--- config.mk ---
export PLATFORM = sky130hd
export DESIGN_NAME = seq_ctrl_ws
export DESIGN_NICKNAME = d
export VERILOG_FILES = /design/src/rtl/seq_ctrl_ws.sv
export SDC_FILE = /design/constraint.sdc
export NUM_CORES = 1
export LEC_CHECK = 0
export ABC_CLOCK_PERIOD_IN_PS = 3950
export CAP_MARGIN = 20
export CORE_AREA = 8 8 45 47
export DETAILED_ROUTE_END_ITERATION = 8
export DIE_AREA = 0 0 53 55
export GPL_TIMING_DRIVEN = 1
export PLACE_DENSITY = 0.66
export SLEW_MARGIN = 25
export SYNTH_ARGS = -nofsm -noshare
export SYNTH_HDL_FRONTEND = slang
export SYNTH_SLANG_ARGS = --single-unit
--- constraint.sdc ---
create_clock -name clk -period 3.95 [get_ports clk]
set_input_delay 0.5925 -clock clk [delete_from_list [all_inputs] [get_ports clk]]
set_output_delay 0.5925 -clock clk [all_outputs]
set_load 0.05 [all_outputs]
--- src/rtl/seq_ctrl_ws.sv ---
`default_nettype none
// ============================================================================
// Module   : seq_ctrl_ws
// Purpose  : VeriRISC sequence controller. Steps the 8-phase fetch/execute
//            cycle (INST_ADDR, INST_FETCH, INST_LOAD, IDLE, OP_ADDR,
//            OP_FETCH, ALU_OP, STORE) and adds a HALTED state. The two
//            memory-read fetch phases can be stretched by MEM_WAIT cycles.
// Ports    : clk     - clock, rising edge
//            rst_    - asynchronous active-low reset
//            opcode  - IR opcode (HLT=0 SKZ=1 ADD=2 AND=3 XOR=4 LDA=5
//                      STO=6 JMP=7)
//            zero    - accumulator-zero flag
//            resume  - one-cycle pulse that leaves HALTED
//            load_ac, mem_rd, mem_wr, inc_pc, load_pc, load_ir, halt
//                    - combinational datapath enables
//            state_o, retired - status outputs, present only when the
//                      macro SEQ_CTRL_WS_STATUS_EN is defined
// Revision : 1.0 - initial release
// ============================================================================
module seq_ctrl_ws #(
  parameter int MEM_WAIT = 0,
  parameter int WAIT_W   = 4
`ifdef SEQ_CTRL_WS_STATUS_EN
  ,
  parameter int RETIRE_W = 16
`endif
) (
  input  logic                clk,
  input  logic                rst_,
  input  logic [2:0]          opcode,
  input  logic                zero,
  input  logic                resume,
  output logic                load_ac,
  output logic                mem_rd,
  output logic                mem_wr,
  output logic                inc_pc,
  output logic                load_pc,
  output logic                load_ir,
  output logic                halt
`ifdef SEQ_CTRL_WS_STATUS_EN
  ,
  output logic [3:0]          state_o,
  output logic [RETIRE_W-1:0] retired
`endif
);

  // State encodings
  localparam logic [3:0] c_INST_ADDR  = 4'd0;
  localparam logic [3:0] c_INST_FETCH = 4'd1;
  localparam logic [3:0] c_INST_LOAD  = 4'd2;
  localparam logic [3:0] c_IDLE       = 4'd3;
  localparam logic [3:0] c_OP_ADDR    = 4'd4;
  localparam logic [3:0] c_OP_FETCH   = 4'd5;
  localparam logic [3:0] c_ALU_OP     = 4'd6;
  localparam logic [3:0] c_STORE      = 4'd7;
  localparam logic [3:0] c_HALTED     = 4'd8;

  // Opcodes
  localparam logic [2:0] c_HLT = 3'd0;
  localparam logic [2:0] c_SKZ = 3'd1;
  localparam logic [2:0] c_ADD = 3'd2;
  localparam logic [2:0] c_AND = 3'd3;
  localparam logic [2:0] c_XOR = 3'd4;
  localparam logic [2:0] c_LDA = 3'd5;
  localparam logic [2:0] c_STO = 3'd6;
  localparam logic [2:0] c_JMP = 3'd7;

  localparam logic [WAIT_W-1:0] c_WAIT_TGT = WAIT_W'(MEM_WAIT);
  localparam logic [WAIT_W-1:0] c_WAIT_ONE = WAIT_W'(1);

  logic [3:0]        r_state;
  logic [3:0]        w_next_state;
  logic [WAIT_W-1:0] r_wait;
  logic [WAIT_W-1:0] w_next_wait;
  logic              w_aluop;
  logic              w_wait_done;

  // Opcodes that read an operand from memory and load the accumulator
  assign w_aluop = (opcode == c_ADD) || (opcode == c_AND) ||
                   (opcode == c_XOR) || (opcode == c_LDA);

  assign w_wait_done = (r_wait == c_WAIT_TGT);

  // Next-state logic. The wait counter defaults to 0 so it is always
  // cleared on entry to a wait-capable phase and only counts while held.
  always_comb begin
    w_next_state = r_state;
    w_next_wait  = '0;
    case (r_state)
      c_INST_ADDR:  w_next_state = c_INST_FETCH;
      c_INST_FETCH: begin
        if (w_wait_done) w_next_state = c_INST_LOAD;
        else             w_next_wait  = r_wait + c_WAIT_ONE;
      end
      c_INST_LOAD:  w_next_state = c_IDLE;
      c_IDLE:       w_next_state = c_OP_ADDR;
      c_OP_ADDR:    w_next_state = (opcode == c_HLT) ? c_HALTED : c_OP_FETCH;
      c_OP_FETCH: begin
        // Only operand reads are stretched; other opcodes pass in one cycle
        if (!w_aluop || w_wait_done) w_next_state = c_ALU_OP;
        else                         w_next_wait  = r_wait + c_WAIT_ONE;
      end
      c_ALU_OP:     w_next_state = c_STORE;
      c_STORE:      w_next_state = c_INST_ADDR;
      c_HALTED: begin
        if (resume) w_next_state = c_INST_ADDR;
      end
      default:      w_next_state = c_INST_ADDR;
    endcase
  end

  always_ff @(posedge clk or negedge rst_) begin
    if (!rst_) begin
      r_state <= c_INST_ADDR;
      r_wait  <= '0;
    end else begin
      r_state <= w_next_state;
      r_wait  <= w_next_wait;
    end
  end

  // Output decode from current state, opcode and zero flag
  always_comb begin
    load_ac = 1'b0;
    mem_rd  = 1'b0;
    mem_wr  = 1'b0;
    inc_pc  = 1'b0;
    load_pc = 1'b0;
    load_ir = 1'b0;
    halt    = 1'b0;
    case (r_state)
      c_INST_FETCH: mem_rd = 1'b1;
      c_INST_LOAD, c_IDLE: begin
        mem_rd  = 1'b1;
        load_ir = 1'b1;
      end
      c_OP_ADDR: begin
        inc_pc = 1'b1;
        halt   = (opcode == c_HLT);
      end
      c_OP_FETCH:   mem_rd = w_aluop;
      c_ALU_OP: begin
        load_ac = w_aluop;
        mem_rd  = w_aluop;
        inc_pc  = (opcode == c_SKZ) && zero;
        load_pc = (opcode == c_JMP);
      end
      c_STORE: begin
        load_ac = w_aluop;
        mem_rd  = w_aluop;
        mem_wr  = (opcode == c_STO);
        inc_pc  = (opcode == c_JMP);
        load_pc = (opcode == c_JMP);
      end
      c_HALTED:     halt = 1'b1;
      default: ;
    endcase
  end

`ifdef SEQ_CTRL_WS_STATUS_EN
  logic [RETIRE_W-1:0] r_retired;
  logic                w_retire;

  // An instruction retires when STORE completes, or when HLT enters HALTED
  assign w_retire = (r_state == c_STORE) ||
                    ((r_state == c_OP_ADDR) && (opcode == c_HLT));

  always_ff @(posedge clk or negedge rst_) begin
    if (!rst_) begin
      r_retired <= '0;
    end else if (w_retire) begin
      r_retired <= r_retired + RETIRE_W'(1);
    end
  end

  assign state_o = r_state;
  assign retired = r_retired;
`endif

endmodule
`default_nettype wire

=== Word level (Yosys, flattened, before mapping) ===
Index checks and enable logic that the tools add are counted.

* Magnitude comparators: 0
* Equality and inequality tests: 18
* Shifts and indexed selects: 0
* Multiply operators: 0
* Divide/modulo/power cells: 0
* Reduce and logical (&&, ||, !) cells: 14
* $add $sub $neg: 1
* Muxes and demuxes: 15
* Bitwise operators: 0

{| class="wikitable"
|+ Operators by type and width
! cell !! number
|-
| case mux 4 bit (8 select lines) || 1
|-
| 2-to-1 mux 4 bit || 6
|-
| equality test 4 x 3 -> 1 bit, second input constant || 4
|-
| equality test 3 bit, second input constant || 4
|-
| equality test 4 x 2 -> 1 bit, second input constant || 2
|-
| zero test 4 bit || 2
|-
| case mux 4 bit (2 select lines) || 1
|-
| equality test 3 x 2 -> 1 bit, second input constant || 2
|-
| != test 2 bit, second input constant || 3
|-
| OR reduction 3 bit || 2
|-
| adder 4 x 1 -> 4 bit, second input constant || 1
|-
| equality test 4 x 1 -> 1 bit, second input constant || 1
|-
| equality test 4 bit, second input constant || 1
|-
| logical OR 1 bit || 4
|-
| 2-to-1 mux 1 bit || 4
|-
| case mux 1 bit (2 select lines) || 2
|-
| OR reduction 2 bit || 2
|-
| equality test 3 x 1 -> 1 bit, second input constant || 1
|-
| zero test 3 bit || 1
|-
| case mux 1 bit (3 select lines) || 1
|-
| AND reduction 3 bit || 1
|-
| logical AND 1 bit || 1
|-
| zero test 1 bit || 1
|}

* Bits in latches: 0
* Register bits after elaboration: 8
* Memory bits (read-only): 0
* Input bits: 7
* Memories kept: 0
* RAM bits: 0
* Word-level logic and storage cells: 50

=== Longest topological paths before layout ===
Gate-level depths: netlist of the first run.

* Depth in word-level cells: 8
* Mapped depth: 5

=== Least setup slack after synthesis of the first run ===
No wires, ideal clock.

* Kind: register to output
* Start: register r_state[2]
* End: output port mem_wr
* Data required time: 3.357 ns
* Path slack: 1.352 ns
* Cell stages (with the launch flop): 5
* Buffers on the path: 1
* Arrival time: 2.006 ns
* Cells stage by stage: dfrtp_1 > buf_2 > nor2b_1 > nand4_1 > nor3b_1

* Longest elaborated chain between the ends: 2

{| class="wikitable"
|+ Ends and longest elaborated chain
! element !! line !! source
|-
| start, declared || 71 || <nowiki>logic [3:0] r_state;</nowiki>
|-
| start signal, assigned || 114 || <nowiki>r_state <= c_INST_ADDR;</nowiki>
|-
| start signal, assigned || 117 || <nowiki>r_state <= w_next_state;</nowiki>
|-
| equality test 4 x 3 -> 1 bit || 131 || <nowiki>case (r_state)</nowiki>
|-
| 2-to-1 mux 1 bit || 131 ||
|-
| end, declared || 35 || <nowiki>output logic mem_wr,</nowiki>
|}

Every way passes these cells.

=== Worst setup path after layout of the first run ===
* Start: input port opcode[1]
* End: output port inc_pc

* Longest elaborated chain between the ends: 3
* Elaborated cells on any way between the ends: 4

{| class="wikitable"
|+ Ends and longest elaborated chain
! element !! line !! source
|-
| start, declared || 30 || <nowiki>input logic [2:0] opcode,</nowiki>
|-
| equality test 3 x 1 -> 1 bit || 145 || <nowiki>inc_pc = (opcode == c_SKZ) && zero;</nowiki>
|-
| logical AND 1 bit || 145 ||
|-
| case mux 1 bit (3 select lines) (*) || 131 ||
|-
| end, declared || 36 || <nowiki>output logic inc_pc,</nowiki>
|}

Mark *: on every way between the ends. The rest lies on a longest branch, timed or not.

==> reports/results.ini, run 1 <==
[final_layout]
drive_above_1_share_pct=7.04
layout.cells.non_filler=87
fin_nets=82
diodes=0
area_delta_synth_final_pct=30.9

[global_routing]
antenna_found_initial=0
first_global_vias=451
grt_max_degree=12
grt_usage_pct=9.13
overflow=0
grt_pass1_wl_mm=1.99

[critical_path]
crit_start=opcode[1]
critPathLaunchType=input pin
critPathCaptureType=output pin
crit_required_ns=3.36
reg2reg_depth=3
rr_endpoint=r_state[1]
crit_fanout=6
r2r_setup_slack_ns=2.45
crit_arrival_ns=2.69
reg2reg_from=r_state[1]
crit_end=inc_pc
path_class=input pin to output pin

[clocking]
clk_pin_slew_ns=0.05
cts-root-buf=clkbuf_4
clockBufferDepth=2
post_cts_buffers=0
cts_resized=0
clk_latency_ns=0.24
cts_sinks=8
postCtsHoldBufs=0
cts_made_buffers=3
htreeDepth=1
tritoncts=done

[power]
p_int_mw=0.221
combPwrFrac_pct=51.1
peakVddDrop_uv=394
p_seq_share_pct=34.3
swShare_pct=45.9
p_sw_mw=0.187
p_per_area_mw_per_mm2=616
p_leak_nw=0.268
clockPowerShare_pct=14.5

[logic_synthesis]
synth_fa_ha_area_share_pct=4.95
synthCells=58
synth_area_leaders=dfrtp_1 40%, nor2_1 6.7%, ha_1 5.0%
synth_top_area_cell=dfrtp_1
synth.area.mux_share_pct=0
synth_seq_cells=8
ys_seq_area_share_pct=39.6
ys.warnings.count=0
syn_area_um2=505
synth_xor_area_share_pct=6.93
synth_top_area_share_pct=39.6
synth_top_family_by_area=simple AND/OR/NAND/NOR gates
yosys.area_share.simple_pct=31.4
postSynthAreaPerCell_um2=8.72
ys_types=28
syn-num-nets=67
synth-compound-area-share_pct=10.1

[route]
wl_per_cell_um=12.4
drtIter0Drc=3
final_antenna_net_count=0
avgViaCountPerCell=5.02
drtPass1Iterations=3
drc=0
wirelength_mm=1.08
via_count=437

[die]
ios=14
dieHeight_um=55
core_mm2=0.00138
die_area_mm2=0.00292
num_rows=14
initial_core_util_pct=36.5
die_w_um=53

[timing]
setup_tns_ns=0
setup_viol=0
clock_skew_ns=0.00103
rsz0062_at_grt=false
fin_crit_ns=3.29
tightest_slew_ns=0.508
drv_slew=0
finalCritPeriodShare_pct=83.2
fmax_mhz=304
max-slew-margin-rel_pct=66.0
hold_viol=0

[hold_path]
min_path_type=register to register
holdCritStartpoint=r_wait[0]

[placement]
hpwl_um=836
numPortBuffers=13
gp_congestion=0.690
post-place-cells=84

[status]
status=complete, no violations

[job]
cap_violations=0

logic make-up (layout without fill, tap and decap cells):
group                      count (synthesis)  in the layout
AOI/OAI and AO/OA                          8              8
xor gates and xnor gates                   4              4
DFF                                        8              8
buffers and inverters                      8             21
and+or+nand+nor                           28             28
adders and majority gates                  2              2
per-stage QoR:
| stage | utilization (%) | instance area (um^2) | setup WS (ns) | power, mW | hold WS (ns) |
|---|---|---|---|---|---|
| after floorplan | - | 505 | 1.35 | 0.295 | 0.297 |
| after global placement | 46.2 | 639 | 0.681 | 0.351 | 0.480 |
| after detailed placement | 46.2 | 639 | 0.648 | 0.352 | 0.489 |
| after CTS | 47.8 | 662 | 0.647 | 0.414 | 0.495 |
| after global routing | 47.8 | 662 | 0.583 | 0.437 | 0.530 |
| final | 47.8 | 662 | 0.663 | 0.408 | 0.485 |
synth_stat cells, drive strengths merged:
master / instances
ha: 2
nor2: 9
nand2b: 1
o31ai: 1
dfrtp: 8
o21a: 1
xor2: 2
nor4: 1
clkbuf: 1
nor3: 1
nor3b: 3
nand4: 2
and3b: 1
nand3: 1
inv: 5
nor2b: 1
nand2: 2
or3b: 1
xnor2: 2
and3: 1
a211o: 1
or4: 1
or4b: 1
buf: 2
a21oi: 4
or2: 2
a211oi: 1
power by group through the flow:
stage | Clock (mW) | Combinational [mW] | Sequential, mW
floorplan | 0 | 0.190 | 0.105
global placement | 0 | 0.209 | 0.142
detailed placement | 0 | 0.210 | 0.142
CTS | 0.0625 | 0.211 | 0.141
global route | 0.0691 | 0.221 | 0.147
finish | 0.0592 | 0.209 | 0.140
worst min path at each step:
stage / cells past startpoint / slack (ns) / endpoint
after detailed placement: 1 / 0.49 / r_wait[0]
after CTS: 1 / 0.49 / r_wait[0]
final: 1 / 0.49 / r_wait[0]
after floorplan: 0 / 0.30 / r_state[0]
after global routing: 1 / 0.53 / r_wait[0]
after global placement: 1 / 0.48 / r_wait[0]
cells in the final DEF (no fill, tap or decap):
| cell type | count |
|---|---|
| clkdlybuf4s50_1 | 13 |
| nor2_1 | 9 |
| dfrtp_1 | 8 |
| inv_1 | 5 |
| a21oi_1 | 4 |
| nor3b_1 | 3 |
| clkbuf_4 | 3 |
| xnor2_1 | 2 |
| nand4_1 | 2 |
| nand2_1 | 2 |
| or2_2 | 2 |
| xor2_1 | 2 |
| ha_1 | 2 |
| a211oi_1 | 1 |
| or4b_1 | 1 |
| nor2b_1 | 1 |
| o21a_1 | 1 |
| nand2b_1 | 1 |
| nor3_1 | 1 |
| or3b_1 | 1 |
| a211o_1 | 1 |
| nand3_1 | 1 |
| and3_1 | 1 |
| or4_1 | 1 |
| nor4_1 | 1 |
| and3b_1 | 1 |
| o31ai_1 | 1 |
registers in the layout, summed over array words and instances, names as in the netlist:
register / cells
r_state: 4
r_wait: 4
area by class of cell:
cell class | instances | area (um^2)
well taps | 16 | 20.0
fillers | 156 | 722
repair buffers | 13 | 130
clock buffers | 3 | 22.5
multi-input cells | 42 | 270
inverters | 5 | 18.8
flip-flops and latches | 8 | 200
layer usage:
layer  up-vias  GRT usage (%)  part of all wire (%)  wire length [um]
met5         -              0                     0                 0
met4         0           6.47                     0                 0
met3         0           3.74                   8.2                88
met2        12           13.9                    46               495
met1       202           10.2                    46               493
li1        223              -                     -                 -
worst max-delay path, cell delays in order:
cell             delay [ns]
clkdlybuf4s50_1        0.49
or4b_1                 0.54
a21oi_1                0.16
o21a_1                 0.12
clkdlybuf4s50_1        0.80
(Power assumes the default switching activity.)
==> run 2: changes to the inputs <==
Settings changed: ABC_CLOCK_PERIOD_IN_PS 3950 to 3000, PLACE_DENSITY 0.66 to 0.68.
Clock period 3.95 ns to 3 ns, I/O delays scaled along.
==> run 2 against run 1 <==
Against the previous run:
- wire length grew 2.1%
- register-to-register slack lost 0.96 ns
- sequential power grew 31%
- sequential share of layout area shrank 0.11 points
- core utilization grew 0.18 points
- die area is the same
- clock power grew 30%
- combinational power grew 38%
- worst setup slack lost 0.20 ns
- largest cell class unchanged
==> reports/results.ini, run 2 (synthesis results as in run 1) <==
[global_routing]
first_global_vias=495  ; was 451
grt_usage_pct=9.06  ; was 9.13%
grtUsageMet2_pct=14.8  ; was 13.9%
gr-usage-met1_pct=9.40  ; was 10.2%
overflow=0  ; unchanged
antenna_found_initial=0  ; unchanged
grt_pass1_wl_mm=1.98  ; was 1.99 mm
busiest_layer=met2  ; unchanged
grt_max_degree=12  ; unchanged
grtUsageMet3_pct=3.48  ; was 3.74%

[route]
drc=0  ; unchanged
wirelength_mm=1.10  ; was 1.08 mm
wl_per_cell_um=12.7  ; was 12.4 um
drtIter0Drc=2  ; was 3
avgViaCountPerCell=5.13  ; was 5.02
via_count=446  ; was 437
final_antenna_net_count=0  ; unchanged
drtPass1Iterations=2  ; was 3

[final_layout]
multi_input_area_um2=270  ; unchanged
diodes=0  ; unchanged
fillers=143  ; was 156
area_delta_synth_final_pct=31.4  ; was 30.9%
drive_above_1_share_pct=12.7  ; was 7.04%
fin_nets=82  ; unchanged
layout_common_cells=9 x nor2_1, 9 x clkdlybuf4s50_1, 8 x dfrtp_1  ; was 13 x clkdlybuf4s50_1, 9 x nor2_1, 8 x dfrtp_1
layout.cells.non_filler=87  ; unchanged
seq_area_um2=200  ; unchanged
largestRegisters=r_state (4), r_wait (4)  ; unchanged

[power]
p_per_area_mw_per_mm2=826  ; was 616 mW/mm^2
p_leak_nw=0.277  ; was 0.268 nW
peakVddDrop_uv=624  ; was 394 uV

[die]
core_mm2=0.00138  ; unchanged
dieHeight_um=55  ; unchanged
initial_core_util_pct=36.5  ; unchanged
ios=14  ; unchanged
die_area_mm2=0.00292  ; unchanged
die_w_um=53  ; unchanged
num_rows=14  ; unchanged

[critical_path]
reg2reg_depth=3  ; unchanged
crit_required_ns=2.55  ; was 3.36 ns
crit_arrival_ns=2.09  ; was 2.69 ns
reg2reg_from=r_state[1]  ; unchanged
critPathLaunchType=input pin  ; unchanged
crit_fanout=6  ; unchanged
rr_endpoint=r_state[1]  ; unchanged
path_class=input pin to output pin  ; unchanged
r2r_setup_slack_ns=1.49  ; was 2.45 ns
critPathCaptureType=output pin  ; unchanged

[clocking]
cts-root-buf=clkbuf_4  ; unchanged
cts_made_buffers=3  ; unchanged
clk_latency_ns=0.24  ; about the same
htreeDepth=1  ; unchanged
postCtsHoldBufs=0  ; unchanged
clk_pin_slew_ns=0.05  ; about the same
cts_sinks=8  ; unchanged
tritoncts=done  ; unchanged
cts_resized=0  ; unchanged
clockBufferDepth=2  ; unchanged
post_cts_buffers=0  ; unchanged

[timing]
rsz0062_at_grt=false  ; unchanged
drv_slew=0  ; unchanged
max-slew-margin-rel_pct=66.6  ; was 66.0%
clock_skew_ns=0.00152  ; was 0.00103 ns
tightest_slew_ns=0.499  ; was 0.508 ns
setup_tns_ns=0  ; unchanged
hold_viol=0  ; unchanged
fin_crit_ns=2.54
finalCritPeriodShare_pct=84.7
fmax_mhz=394
setup_viol=0  ; unchanged
worst_slack_ns=0.460  ; was 0.663 ns

[placement]
post-place-ws_ns=0.452  ; was 0.648 ns
numPortBuffers=13  ; unchanged
post-place-cells=84  ; unchanged
gp_congestion=0.716  ; was 0.690

[hold_path]
min_path_type=input pin to asynchronous set/reset pin  ; was register to register

[status]
status=complete, no violations  ; unchanged

[job]
cap_violations=0  ; unchanged

==> run 2: worst max path at each step <==
stage,slack (ns),startpoint,to
2_1_floorplan,0.54,r_state[2],mem_wr
3_3_place_gp,0.46,opcode[1],load_ac
3_5_place_dp,0.45,opcode[1],load_ac
4_1_cts,0.43,r_state[2],load_pc
5_1_grt,0.28,r_state[2],load_pc
6_report,0.46,opcode[1],load_ac
==> run 2: through the flow <==
step	hold slack, ns	instance area (um^2)	total power [mW]	util (%)
after global routing	0.516	664	0.582	48.0
after global placement	0.482	642	0.472	46.4
after CTS	0.495	664	0.556	48.0
final	0.485	664	0.549	48.0
after detailed placement	0.502	642	0.475	46.4
after floorplan	0.154	505	0.389	-
==> run 2: area by class of cell <==
| type | instances | share of cell area, % |
|---|---|---|
| tap | 16 | 3.01 |
| timing repair buffer | 13 | 20.0 |
| multi-input combinational | 42 | 40.7 |
| clock buffer | 3 | 3.39 |
| inverter | 5 | 2.82 |
| sequential | 8 | 30.1 |
==> run 2: critical path, cell delays in order <==
cell and delay, ns:
clkdlybuf4s50_1 0.56, xnor2_1 0.14, nor2_1 0.13, clkdlybuf4s50_1 0.81
==> run 2: routing by layer <==
metal / routed length, um / vias up
met4: 9 / 0
met3: 83 / 2
met1: 514 / 204
met2: 493 / 13
li1: - / 227
met5: 0 / -
==> run 2: report_power, final <==
part           switching [mW]  internal [mW]
logic                   0.166          0.122
clock network          0.0315         0.0454
registers              0.0534          0.131
==> run 3: changes to the inputs <==
Settings changed: ABC_CLOCK_PERIOD_IN_PS 3000 to 2110.
Clock period 3 ns to 2.11 ns, I/O delays scaled along.
==> run 3 against run 2 <==
Against the previous run:
- die area did not move
- first-iteration DRC count did not move
- sequential power rose by 34%
- clock skew rose by 0.00082 ns
- worst setup slack got worse by 0.37 ns
==> reports/results.ini, run 3 (synthesis results as in run 1) <==
[die]
dieHeight_um=55  ; unchanged
initial_core_util_pct=36.5  ; unchanged
num_rows=14  ; unchanged
ios=14  ; unchanged
die_area_mm2=0.00292  ; unchanged
die_w_um=53  ; unchanged
core_mm2=0.00138  ; unchanged

[critical_path]
timing.critical_path.buf_inv=2  ; unchanged
crit_family=buffers and inverters  ; unchanged
reg2reg_depth=3  ; unchanged
crit_required_ns=1.79  ; was 2.55 ns
crit_chain=clkdlybuf4s50_1 -> or4b_1 -> a21oi_1 -> o21a_1 -> buf_12  ; was clkdlybuf4s50_1 -> xnor2_1 -> nor2_1 -> clkdlybuf4s50_1
critPathCaptureType=output pin  ; unchanged
r2r_setup_slack_ns=0.62  ; was 1.49 ns
crit_arrival_ns=1.70  ; was 2.09 ns
crit_fanout=2  ; was 6
path_class=input pin to output pin  ; unchanged
rr_endpoint=r_state[1]  ; unchanged
cpPeakStageDelay_ns=0.51  ; was 0.81 ns
critPathLaunchType=input pin  ; unchanged
crit_path_top_delay_cell=or4b_1  ; was clkdlybuf4s50_1
reg2reg_from=r_state[1]  ; unchanged

[clocking]
clk_pin_slew_ns=0.05  ; about the same
cts_sinks=8  ; unchanged
cts_made_buffers=3  ; unchanged
cts_resized=0  ; unchanged
postCtsHoldBufs=0  ; unchanged
post_cts_buffers=0  ; unchanged
tritoncts=done  ; unchanged
htreeDepth=1  ; unchanged
clockBufferDepth=2  ; unchanged
clk_latency_ns=0.25  ; was 0.24 ns
cts-root-buf=clkbuf_4  ; unchanged

[timing]
worst_slack_ns=0.0895  ; was 0.460 ns
drv_slew=0  ; unchanged
hold_viol=0  ; unchanged
finalCritPeriodShare_pct=95.8
setup_viol=0  ; unchanged
setup_tns_ns=0  ; unchanged
rsz0062_at_grt=false  ; unchanged
clock_skew_ns=0.00234  ; was 0.00152 ns
max-slew-margin-rel_pct=76.2  ; was 66.6%
fmax_mhz=495
tightest_slew_ns=0.355  ; was 0.499 ns
fin_crit_ns=2.02

[route]
wirelength_mm=1.12  ; was 1.10 mm
final_antenna_net_count=0  ; unchanged
drtIter0Drc=2  ; unchanged
drtPass1Iterations=2  ; unchanged
wl_per_cell_um=12.5  ; was 12.7 um
avgViaCountPerCell=4.92  ; was 5.13
via_count=443  ; was 446
drc=0  ; unchanged

[final_layout]
final_common_cell=nor2_1
seq_area_um2=200  ; unchanged
area_delta_synth_final_pct=48.8  ; was 31.4%
multi_input_area_um2=280  ; was 270 um^2
drive_above_1_share_pct=23.0  ; was 12.7%
layout_common_cells=9 x nor2_1, 8 x dfrtp_1, 6 x clkdlybuf4s50_1, 6 x buf_12, 5 x inv_1  ; was 9 x nor2_1, 9 x clkdlybuf4s50_1, 8 x dfrtp_1
fin_nets=85  ; was 82
largestRegisters=r_state (4), r_wait (4)  ; unchanged
diodes=0  ; unchanged
fillers=142  ; was 143

[placement]
hpwl_um=921
gp_congestion=0.750  ; was 0.716
numPortBuffers=13  ; unchanged
post-place-ws_ns=0.0783  ; was 0.452 ns

[power]
p_per_area_mw_per_mm2=1150  ; was 826 mW/mm^2
peakVddDrop_uv=938  ; was 624 uV
p_leak_nw=0.316  ; was 0.277 nW

[global_routing]
grt_max_degree=12  ; unchanged
grt_usage_pct=9.86  ; was 9.06%
overflow=0  ; unchanged
antenna_found_initial=0  ; unchanged
first_global_vias=499  ; was 495
grt_pass1_wl_mm=2.12  ; was 1.98 mm

[job]
cap_violations=0  ; unchanged

[hold_path]
min_path_type=input pin to asynchronous set/reset pin  ; unchanged

[status]
status=complete, no violations  ; unchanged

## run 3: changes by cell type in the layout (fill, tap and decap cells not counted), sizes merged
cell           previous run  this run
buf                       4        10
clkdlybuf4s50             9         6
## run 3: worst register-to-register path, stage by stage, from the launching register on
cell     delay, ns
dfrtp_1       0.48
or3b_1        0.41
a211o_1       0.31
and3b_1       0.19
## run 3: per-layer routing
metal	vias to the layer above	track usage, %	part of all wire, %
met1	201	10.6	43
li1	230	-	-
met2	12	14.1	48
met5	-	0	0
met4	0	9.05	0
met3	0	4.81	8.8
## run 3: area by class of cell
cell class,instances,share of cell area [%]
clock buffer,3,3.00
sequential,8,26.6
timing repair buffer,16,28.0
inverter,5,2.50
multi-input combinational,42,37.3
tap,16,2.66
## run 3: how the worst max path moves through the flow
stage / endpoint / cells after the start / slack [ns] / start
2_1_floorplan: load_ir / 2 / 0.03 / r_state[1]
4_1_cts: inc_pc / 5 / 0.08 / opcode[1]
3_3_place_gp: inc_pc / 5 / 0.1 / opcode[1]
3_5_place_dp: inc_pc / 5 / 0.08 / opcode[1]
5_1_grt: inc_pc / 5 / 0.004 / opcode[1]
6_report: inc_pc / 5 / 0.09 / opcode[1]
## run 3: metrics by stage
stage / cells / util (%) / cell area [um^2] / total power [mW] / hold slack [ns]
after floorplan: 58 / - / 515 / 0.562 / 0.0209
final: 90 / 54.3 / 752 / 0.867 / 0.344
after CTS: 90 / 54.3 / 752 / 0.879 / 0.346
after global placement: 87 / 52.7 / 729 / 0.756 / 0.480
after global routing: 90 / 54.3 / 752 / 0.932 / 0.359
after detailed placement: 87 / 52.7 / 729 / 0.762 / 0.483
## run 3: report_power, final
| group | switching, mW | internal, mW | total [mW] |
|---|---|---|---|
| sequential | 0.0602 | 0.186 | 0.246 |
| combinational | 0.270 | 0.239 | 0.509 |
| clock | 0.0473 | 0.0648 | 0.112 |
| total | 0.377 | 0.490 | 0.867 |
